`config.mk`:
```
export PLATFORM = sky130hd
export DESIGN_NAME = sfx_sequencer
export DESIGN_NICKNAME = d
export VERILOG_FILES = /design/src/rtl/sfx_sequencer.sv
export SDC_FILE = /design/constraint.sdc
export NUM_CORES = 1
export LEC_CHECK = 0
export ABC_AREA = 1
export CORE_ASPECT_RATIO = 1.75
export CORE_MARGIN = 1.5
export CORE_UTILIZATION = 62
export DETAILED_ROUTE_END_ITERATION = 7
export GPL_ROUTABILITY_DRIVEN = 0
export PLACE_DENSITY = 0.9
export SLEW_MARGIN = 10
export SYNTH_ARGS = -nofsm -noshare
export SYNTH_HDL_FRONTEND = slang
export SYNTH_SLANG_ARGS = --single-unit
export TNS_END_PERCENT = 50
```
`constraint.sdc`:
```
create_clock -name clk -period 2.9 [get_ports clk]
set_clock_uncertainty 0.15 [all_clocks]
set_input_delay 0.435 -clock clk [delete_from_list [all_inputs] [get_ports clk]]
set_output_delay 0.435 -clock clk [all_outputs]
set_load 0.005 [all_outputs]
```
`src/rtl/sfx_sequencer.sv`:
```
// sfx_sequencer
//   Plays one of four short sound effects on the piezo buzzer. The effects
//   live in a small note ROM, and a single tone generator plays them. A
//   trigger for a lower-numbered effect pre-empts a higher-numbered one that
//   is already playing. stop aborts the current effect and mute silences the
//   output without changing the timing.
//
//   Optional build macro NOTE_GAP_EN inserts one tick of silence between the
//   consecutive notes of an effect.
//
// Ports
//   clk      in   system clock
//   reset    in   asynchronous, active-high reset
//   trig     in   [3:0] per-effect request, rising-edge detected; bit 0 wins
//   stop     in   abort the current effect (no done pulse)
//   mute     in   gates buzz to 0, sequencing unaffected
//   buzz     out  square-wave tone
//   busy     out  high while an effect is playing
//   cur_sfx  out  [1:0] effect index, holds last value when idle
//   done     out  one-cycle pulse on natural completion
//
// state  | meaning
// IDLE   | nothing playing, waiting for a trigger edge
// LOAD   | fetch note, reset tone and duration counters (1 cycle)
// PLAY   | tone running for dur*TICK_DIV cycles
// GAP    | one tick of silence between notes (NOTE_GAP_EN only)
// FINISH | done pulse, busy already low; accepts a new trigger
module sfx_sequencer #(
  parameter int CLK_HZ    = 100_000_000,
  parameter int TICK_HZ   = 1000,
  parameter int MAX_NOTES = 4
) (
  input  logic       clk,
  input  logic       reset,
  input  logic [3:0] trig,
  input  logic       stop,
  input  logic       mute,
  output logic       buzz,
  output logic       busy,
  output logic [1:0] cur_sfx,
  output logic       done
);

  localparam int TICK_DIV = CLK_HZ / TICK_HZ;
  localparam int TICK_W   = $clog2(TICK_DIV + 1);
  // the lowest pitch (262 Hz) has the longest half period
  localparam int TONE_W   = $clog2(CLK_HZ / (2 * 262) + 1);
  localparam int IDX_W    = (MAX_NOTES > 1) ? $clog2(MAX_NOTES) : 1;

  localparam logic [3:0] F_REST = 4'd0;
  localparam logic [3:0] F_262  = 4'd1;
  localparam logic [3:0] F_330  = 4'd2;
  localparam logic [3:0] F_349  = 4'd3;
  localparam logic [3:0] F_392  = 4'd4;
  localparam logic [3:0] F_466  = 4'd5;
  localparam logic [3:0] F_523  = 4'd6;
  localparam logic [3:0] F_659  = 4'd7;
  localparam logic [3:0] F_784  = 4'd8;
  localparam logic [3:0] F_880  = 4'd9;
  localparam logic [3:0] F_1047 = 4'd10;

  // ROM word = {freq select, duration in ticks}; all-ones marks end of effect
  localparam logic [9:0] NOTE_END = 10'h3FF;

  typedef enum logic [2:0] {
    S_IDLE,
    S_LOAD,
    S_PLAY,
    S_GAP,
    S_FINISH
  } state_t;

  function automatic logic [9:0] note(input logic [3:0] sel, input int dur);
    return {sel, 6'(dur)};
  endfunction

  function automatic logic [9:0] rom_entry(input logic [1:0] sfx,
                                           input logic [IDX_W-1:0] idx);
    logic [9:0] e;
    e = NOTE_END;
    case (sfx)
      2'd0: begin
        case (int'(idx))
          0:       e = note(F_523, 8);
          1:       e = note(F_466, 8);
          2:       e = note(F_392, 8);
          default: e = NOTE_END;
        endcase
      end
      2'd1: begin
        case (int'(idx))
          0:       e = note(F_880, 4);
          1:       e = note(F_REST, 2);
          2:       e = note(F_880, 4);
          default: e = NOTE_END;
        endcase
      end
      2'd2: begin
        case (int'(idx))
          0:       e = note(F_523, 6);
          1:       e = note(F_659, 6);
          2:       e = note(F_784, 6);
          3:       e = note(F_1047, 6);
          default: e = NOTE_END;
        endcase
      end
      default: begin
        case (int'(idx))
          0:       e = note(F_392, 40);
          1:       e = note(F_349, 40);
          2:       e = note(F_330, 40);
          3:       e = note(F_262, 40);
          default: e = NOTE_END;
        endcase
      end
    endcase
    return e;
  endfunction

  // tone counter reload value: half period minus one
  function automatic logic [TONE_W-1:0] half_period_m1(input logic [3:0] sel);
    logic [TONE_W-1:0] h;
    case (sel)
      F_262:   h = TONE_W'(CLK_HZ / (2 * 262) - 1);
      F_330:   h = TONE_W'(CLK_HZ / (2 * 330) - 1);
      F_349:   h = TONE_W'(CLK_HZ / (2 * 349) - 1);
      F_392:   h = TONE_W'(CLK_HZ / (2 * 392) - 1);
      F_466:   h = TONE_W'(CLK_HZ / (2 * 466) - 1);
      F_523:   h = TONE_W'(CLK_HZ / (2 * 523) - 1);
      F_659:   h = TONE_W'(CLK_HZ / (2 * 659) - 1);
      F_784:   h = TONE_W'(CLK_HZ / (2 * 784) - 1);
      F_880:   h = TONE_W'(CLK_HZ / (2 * 880) - 1);
      F_1047:  h = TONE_W'(CLK_HZ / (2 * 1047) - 1);
      default: h = '0;
    endcase
    return h;
  endfunction

  state_t            state_q, state_d;
  logic [3:0]        trig_prev_q, trig_prev_d;
  logic [1:0]        cur_sfx_q, cur_sfx_d;
  logic [IDX_W-1:0]  note_idx_q, note_idx_d;
  logic [3:0]        freq_sel_q, freq_sel_d;
  logic [TONE_W-1:0] tone_cnt_q, tone_cnt_d;
  logic [TICK_W-1:0] tick_cnt_q, tick_cnt_d;
  logic [5:0]        ticks_left_q, ticks_left_d;
  logic              buzz_q, buzz_d;
  logic              busy_q, busy_d;
  logic              done_q, done_d;

  logic [3:0] trig_edge;
  logic       any_edge;
  logic [1:0] winner;
  logic [9:0] entry;
  logic [9:0] next_entry;
  logic       last_note;
  logic       play_end;
  logic       playing;

  always_comb begin
    trig_prev_d  = trig;
    state_d      = state_q;
    cur_sfx_d    = cur_sfx_q;
    note_idx_d   = note_idx_q;
    freq_sel_d   = freq_sel_q;
    tone_cnt_d   = tone_cnt_q;
    tick_cnt_d   = tick_cnt_q;
    ticks_left_d = ticks_left_q;
    buzz_d       = buzz_q;

    trig_edge = trig & ~trig_prev_q;
    any_edge  = |trig_edge;
    if (trig_edge[0])      winner = 2'd0;
    else if (trig_edge[1]) winner = 2'd1;
    else if (trig_edge[2]) winner = 2'd2;
    else                   winner = 2'd3;

    entry      = rom_entry(cur_sfx_q, note_idx_q);
    next_entry = rom_entry(cur_sfx_q, note_idx_q + IDX_W'(1));
    last_note  = (note_idx_q == IDX_W'(MAX_NOTES - 1)) || (next_entry == NOTE_END);
    play_end   = (tick_cnt_q == '0) && (ticks_left_q == '0);
    playing    = (state_q == S_LOAD) || (state_q == S_PLAY) || (state_q == S_GAP);

    case (state_q)
      S_IDLE, S_FINISH: begin
        state_d = S_IDLE;
        if (any_edge) begin
          state_d    = S_LOAD;
          cur_sfx_d  = winner;
          note_idx_d = '0;
        end
      end
      S_LOAD: begin
        freq_sel_d   = entry[9:6];
        tone_cnt_d   = half_period_m1(entry[9:6]);
        tick_cnt_d   = TICK_W'(TICK_DIV - 1);
        ticks_left_d = entry[5:0] - 6'd1;
        buzz_d       = 1'b0;
        state_d      = S_PLAY;
      end
      S_PLAY: begin
        if (freq_sel_q == F_REST) begin
          buzz_d = 1'b0;
        end else if (tone_cnt_q == '0) begin
          tone_cnt_d = half_period_m1(freq_sel_q);
          buzz_d     = ~buzz_q;
        end else begin
          tone_cnt_d = tone_cnt_q - TONE_W'(1);
        end

        // tick prescaler feeding the per-note tick count
        if (tick_cnt_q == '0) begin
          tick_cnt_d = TICK_W'(TICK_DIV - 1);
          if (ticks_left_q != '0) ticks_left_d = ticks_left_q - 6'd1;
        end else begin
          tick_cnt_d = tick_cnt_q - TICK_W'(1);
        end

        if (play_end) begin
          buzz_d = 1'b0;
          if (last_note) begin
            state_d = S_FINISH;
          end else begin
            note_idx_d = note_idx_q + IDX_W'(1);
`ifdef NOTE_GAP_EN
            tick_cnt_d = TICK_W'(TICK_DIV - 1);
            state_d    = S_GAP;
`else
            state_d    = S_LOAD;
`endif
          end
        end
      end
      S_GAP: begin
        buzz_d = 1'b0;
        if (tick_cnt_q == '0) state_d = S_LOAD;
        else tick_cnt_d = tick_cnt_q - TICK_W'(1);
      end
      default: state_d = S_IDLE;
    endcase

    // stop beats any same-cycle trigger; only a lower index may pre-empt
    if (playing) begin
      if (stop) begin
        state_d = S_IDLE;
        buzz_d  = 1'b0;
      end else if (any_edge && (winner < cur_sfx_q)) begin
        state_d    = S_LOAD;
        cur_sfx_d  = winner;
        note_idx_d = '0;
        buzz_d     = 1'b0;
      end
    end

    busy_d = (state_d == S_LOAD) || (state_d == S_PLAY) || (state_d == S_GAP);
    done_d = (state_d == S_FINISH);
  end

  always_ff @(posedge clk or posedge reset) begin
    if (reset) begin
      state_q      <= S_IDLE;
      trig_prev_q  <= '0;
      cur_sfx_q    <= '0;
      note_idx_q   <= '0;
      freq_sel_q   <= '0;
      tone_cnt_q   <= '0;
      tick_cnt_q   <= '0;
      ticks_left_q <= '0;
      buzz_q       <= 1'b0;
      busy_q       <= 1'b0;
      done_q       <= 1'b0;
    end else begin
      state_q      <= state_d;
      trig_prev_q  <= trig_prev_d;
      cur_sfx_q    <= cur_sfx_d;
      note_idx_q   <= note_idx_d;
      freq_sel_q   <= freq_sel_d;
      tone_cnt_q   <= tone_cnt_d;
      tick_cnt_q   <= tick_cnt_d;
      ticks_left_q <= ticks_left_d;
      buzz_q       <= buzz_d;
      busy_q       <= busy_d;
      done_q       <= done_d;
    end
  end

  assign buzz    = buzz_q & ~mute;
  assign busy    = busy_q;
  assign cur_sfx = cur_sfx_q;
  assign done    = done_q;

endmodule

```
# Word level (Yosys, flattened, before mapping)
# Memories as Yosys holds them, arrays and structs flattened.
# Index checks and enable logic that the tools add are counted.
word_totals:
  register_bits: 59
  latch_bits: 0
  ramBits: 0
  romBits: 576
  output_inout_bits: 5
  n_memories: 2
classes:
  n_addsub: 5
  mul: 0
  div_mod_pow: 0
  order_cmp: 1
  eq_ne: 21
  shifts: 0
  muxes: 49
  bitwise_logic: 5
  reduce_logical: 26
mem_list:
  columns: ["name", "depth", "width", "read_ports", "rd_ports_with_merged_regs", "wr", "line", "rtl"]
  rows:
  - ["(no name shown)", 16, 18, 1, 0, 0, "123", "case (sel)"]
  - ["(no name shown)", 16, 18, 1, 0, 0, "123", null]
ops:
  columns: ["op", "n"]
  rows:
  - ["10-bit one-hot mux with 4 select lines", 4]
  - ["10-bit one-hot mux with 3 select lines", 4]
  - ["17-bit one-hot mux with 3 select lines", 1]
  - ["10-bit one-hot mux with 2 select lines", 2]
  - ["18-bit two-way mux", 2]
  - ["18-bit one-hot mux with 2 select lines", 1]
  - ["17-bit two-way mux", 2]
  - ["2-bit two-way mux", 13]
  - ["18-bit zero test", 1]
  - ["3-bit two-way mux", 6]
  - ["18-bit by 1-bit subtractor with 18-bit output, second input constant", 1]
  - ["17-bit zero test", 1]
  - ["17-bit by 1-bit subtractor with 17-bit output, second input constant", 1]
  - ["3-bit by 2-bit equality test with 1-bit output, second input constant", 4]
  - ["6-bit two-way mux", 2]
  - ["3-bit one-hot mux with 4 select lines", 1]
  - ["6-bit one-hot mux with 2 select lines", 1]
  - ["6-bit by 1-bit subtractor with 6-bit output, second input constant", 2]
  - ["10-bit equality test, second input constant", 1]
  - ["2-bit equality test, second input constant", 5]
  - ["1-bit two-way mux", 8]
  - ["2-bit OR reduction", 4]
  - ["2-bit by 1-bit equality test with 1-bit output, second input constant", 3]
  - ["3-bit by 1-bit equality test with 1-bit output, second input constant", 2]
  - ["other kinds (23)", 35]

# Longest topological paths before layout
# Gate-level depths: netlist (run 1).
logic_depth:
  depth_word: 16
  ltp_mapped: 17

# Worst setup path before layout (run 1)
# No wires, ideal clock.
synth_timing:
  path_kind: "flip-flop to flip-flop"
  startpoint: "register note_idx_q[0]"
  endpoint: "register tone_cnt_q[6]"
  arrival_time_ns: 2.213
  setup_slack_ns: 0.420
  stages_incl_launch_ff: 18
  synth_period_minus_slack_ns: 2.480
  cell_sequence: "dfrtp_1 -> inv_1 -> ha_1 -> inv_1 -> nand3_2 -> nand2_1 -> a21oi_1 -> inv_1 -> ha_1 -> inv_1 -> nand2_1 -> nand2_1 -> nand2_1 -> nand2_1 -> nand2_1 -> nand2_1 -> nand2_1 -> nand2_1"
synth_via:
  elab_chain_cells: 6
  word_cells_on_any_way: 12
synth_lines:
  columns: ["element", "line", "rtl"]
  rows:
  - ["start: declaration", "142", "logic [IDX_W-1:0] note_idx_q, note_idx_d;"]
  - ["start signal: assignment", "276", "note_idx_q <= note_idx_d;"]
  - ["2-bit equality test / 2-bit zero test (equally long branches)", null, null]
  - ["2-bit OR reduction (no line)", null, null]
  - ["10-bit one-hot mux with 2 select lines", "91", "case (int'(idx))"]
  - ["10-bit one-hot mux with 3 select lines (*)", "81", "case (sfx)"]
  - ["via entry[6]", "154", "logic [9:0] entry;"]
  - ["memory read 16 x 18 bit (*)", null, null]
  - ["18-bit one-hot mux with 2 select lines (*)", "184", "case (state_q)"]
  - ["end signal: assignment", "278", "tone_cnt_q <= tone_cnt_d;"]
  - ["end: declaration", "144", "logic [TONE_W-1:0] tone_cnt_q, tone_cnt_d;"]
# Mark *: on every way through the listed nets, which the timed path passes. The rest lies on a longest branch. The select of a mux whose other input is x is not followed.
# A chain may end at the register's enable or synchronous reset.

# Final worst setup path (run 1)
layout_timing:
  startpoint: "register note_idx_q[1]"
  endpoint: "register tone_cnt_q[2]"
# The elaborated chain is that of the path after synthesis.

==> flow_metrics.env, run 1 <==
export IMPL_status="finished, final reports clean"
export IMPL_synth_edf_count=0
export IMPL_syn_area_um2=5000
export IMPL_crit_family="simple AND/OR/NAND/NOR gates"
export IMPL_leakagePower_nw=2.850
export IMPL_met2_wirelength_um=7101
export IMPL_critical_path_max_stage_delay_ns=0.42
export IMPL_fin_ws_ns=0.2971
export IMPL_syn_instance_count=770
export IMPL_num_rows=43
export IMPL_wl_per_cell_um=15.03
export IMPL_hold_viol=0
export IMPL_fin_crit_sh=0.8976
export IMPL_path_cells="inv_1 -> ha_1 -> inv_1 -> nand2_1 -> nand3_1 -> nor2_1 -> buf_4 -> inv_1 -> ha_1 -> nand3b_1 -> nand2_1 -> nand2_1 -> nand2_1 -> nand2_1 -> nand2_1 -> nand2_1 -> nand2_1"
export IMPL_ioPinCount=13
export IMPL_power_density_nw_per_um2=1168
export IMPL_num_antenna_cells=0
export IMPL_setup_viol=0
export IMPL_grt_pass1_vias=5096
export IMPL_path_buf_inv=4
export IMPL_fp_dieH_um=121.8
export IMPL_slew_violations=0
export IMPL_synth_top_cell_area_share=0.2953
export IMPL_synthArstFlopShare=1.000
export IMPL_worstHoldPathType="input port to async pin"
export IMPL_via_per_inst=5.860
export IMPL_cts_tree="done"
export IMPL_critPathSlowestCell="dfrtp_1"
export IMPL_dpl_hpwl_um=9774
export IMPL_finalWirelength_um=13200
export IMPL_maxSlewHeadroom=0.5542
export IMPL_grt_overflow=0
export IMPL_synth_area_leaders="dfrtp_1 (30%), nand2_1 (19%), ha_1 (8.0%)"
export IMPL_yosys_warnings=0
export IMPL_arrival_ns=2.73
export IMPL_synth_seq_area_share=0.2953
export IMPL_fin_setup_tns_ns=0
export IMPL_route_detailed_drc=0
export IMPL_syn_num_nets=810
export IMPL_dr_wl_met3_um=708
export IMPL_final_area_um2=5478
export IMPL_yosys_area_top_type="dfrtp_1"
export IMPL_drt_iter0_markers=501
export IMPL_tightestPinTransition_ns=0.6643
export IMPL_ir_worst_vdd_mv=0.7851
export IMPL_worstSetupPathType="flop to flop"
export IMPL_cts_buffers=9
export IMPL_dpl_instance_area_um2=5157
export IMPL_initial_core_util=0.6365
export IMPL_max_freq_ghz=0.3842
export IMPL_dp_slack_ns=0.3396
export IMPL_cp_required_ns=3.03
export IMPL_placed_cells=862
export IMPL_fin_crit_ns=2.603
export IMPL_via_count=5145
export IMPL_cts_root_buf="clkbuf_16"
export IMPL_fin_cells=878
export IMPL_ys_flop_type="dfrtp_1"
export IMPL_cap_viol_max_count=0
export IMPL_crit_path_frequent_cell="nand2_1"
export IMPL_htreeDepth=3
export IMPL_worstSkewPairLatency_ns=0.34
export IMPL_dr_pass1_iters=6
export IMPL_rsz0062_at_grt="no"
export IMPL_startpoint_type="flop"
export IMPL_drive_gt1_frac=0.09010
export IMPL_clockBufferDepth=2
export IMPL_postCtsSetupRepairBufs=0
export IMPL_track_usage=0.3249
export IMPL_synth_seq_cells=59
export IMPL_grt_pass1_wl_um=22260
export IMPL_dr_max_layer_used="met4"
export IMPL_cts_hold_buf=0
export IMPL_cts_sinks=59
export IMPL_synthToLayoutAreaGrowth_pct=9.559
export IMPL_wl_met1_um=4593
export IMPL_cp_max_fo=9
export IMPL_hold_slack_ns=0.3271
export IMPL_cp_end_kind="flop"
export IMPL_grt_max_degree=29
export IMPL_synth_cell_type_count=42
export IMPL_ant_nets=0
export IMPL_clk_pin_slew_ns=0.05
export IMPL_final_nets=823
export IMPL_grt_antenna_before_repair=0
export IMPL_ctsResizeCount=0
export IMPL_core_um2=7855
export IMPL_dieArea_um2=8633
export IMPL_dieWidth_um=70.89
export IMPL_avgSynthCellArea_um2=6.493
export IMPL_portBuffers=12
state kept, by name, indices dropped and copies added (netlist names):
signal / flops
freq_sel_q: 4
tick_cnt_q: 17
cur_sfx: 2
state_q: 3
note_idx_q: 2
done: 1
tone_cnt_q: 18
trig_prev_q: 4
buzz_q: 1
ticks_left_q: 6
busy: 1
report_power, final:
group          switching (W)  total [W]  internal, W
Combinational        0.00257    0.00382      0.00126
Sequential          0.000338    0.00141      0.00108
Clock               0.000382    0.00116     0.000775
layout by cell type (no fill, tap or decap), types with 10 or more instances in the layout:
| cell type | netlist | layout |
|---|---|---|
| nor2_1 | 91 | 91 |
| o21ai_0 | 43 | 43 |
| inv_1 | 94 | 92 |
| ha_1 | 32 | 32 |
| nand4_1 | 10 | 10 |
| nand3_1 | 69 | 69 |
| clkdlybuf4s50_1 | 0 | 12 |
| nand2_1 | 252 | 252 |
| dfrtp_1 | 59 | 59 |
| a21oi_1 | 12 | 12 |
per-stage QoR:
step                      total power [W]    util
final                            0.006397  0.6974
after global routing             0.006978  0.6974
after CTS                        0.006299  0.6974
after detailed placement         0.005100  0.6566
after global placement           0.004949  0.6566
after floorplan                  0.004264       -
cells by family after synthesis:
logic type	after synthesis	synth area share
fa+ha+maj	32	0.08008
flops	59	0.2953
buf+inv	121	0.1051
compound gates	79	0.09135
simple gates	470	0.4124
xor+xnor	9	0.01577
cell type report:
cell class / instances / area (µm²)
timing repair buffer: 20 / 180.2
clock inverter: 4 / 73.82
tap: 90 / 112.6
fill: 620 / 2377
inverter: 103 / 390.4
clock buffer: 12 / 246.5
multi-input combinational: 590 / 2998
sequential: 59 / 1476
final timing paths:
path	cells past startpoint	to	startpoint	slack, ns
worst max-delay path	17	tone_cnt_q[2]$_DFFE_PP0P_	note_idx_q[1]$_DFF_PP0_	0.30
worst min-delay path	2	tone_cnt_q[0]$_DFFE_PP0P_	reset	0.33
worst max register to register	17	tone_cnt_q[2]$_DFFE_PP0P_	note_idx_q[1]$_DFF_PP0_	0.30
worst min register to register	2	ticks_left_q[5]$_DFFE_PP0P_	ticks_left_q[5]$_DFFE_PP0P_	0.34
max in group asynchronous	3	ticks_left_q[4]$_DFFE_PP0P_	reset	1.61
min in group clk	2	ticks_left_q[5]$_DFFE_PP0P_	ticks_left_q[5]$_DFFE_PP0P_	0.34
worst reg2reg max path, cell delays in order (launching register included):
cell,delay (ns)
dfrtp_1,0.42
inv_1,0.14
ha_1,0.33
inv_1,0.08
nand2_1,0.06
nand3_1,0.08
nor2_1,0.09
buf_4,0.17
inv_1,0.10
ha_1,0.20
nand3b_1,0.22
nand2_1,0.10
nand2_1,0.05
nand2_1,0.05
nand2_1,0.07
nand2_1,0.09
nand2_1,0.06
nand2_1,0.08
cells in the mapped netlist, drive strengths merged, types with 2 or more instances:
master / count
or2: 3
nand3b: 4
a21oi: 12
nor4: 2
nand2: 263
dfrtp: 59
xnor2: 2
buf: 15
ha: 32
nor3: 10
clkbuf: 3
o211ai: 7
nor2: 102
nand4: 10
xor2: 7
o21ai: 53
inv: 102
nand3: 74
nor3b: 2
routing by layer:
metal / vias to the layer above / GRT usage
li1: 2466 / -
met3: 76 / 0.05376
met5: - / 0
met1: 2358 / 0.3245
met4: 0 / 0.2370
met2: 245 / 0.5911
Power figures use the tool's default switching activity.
==> inputs of run 2 (changes only) <==
--- a/config.mk
+++ b/config.mk
@@ -11,6 +11,7 @@
 export CORE_UTILIZATION = 62
 export DETAILED_ROUTE_END_ITERATION = 7
 export GPL_ROUTABILITY_DRIVEN = 0
+export HOLD_SLACK_MARGIN = 0.12
 export PLACE_DENSITY = 0.9
 export SLEW_MARGIN = 10
 export SYNTH_ARGS = -nofsm -noshare
==> results of run 2 <==
The final DEF is identical to that of run 1; final timing and power are the same.
==> inputs of run 3 (changes only) <==
--- a/config.mk
+++ b/config.mk
@@ -17,4 +17,3 @@
 export SYNTH_ARGS = -nofsm -noshare
 export SYNTH_HDL_FRONTEND = slang
 export SYNTH_SLANG_ARGS = --single-unit
-export TNS_END_PERCENT = 50
==> results of run 3 <==
The final DEF is identical to that of run 1; final timing and power are the same.
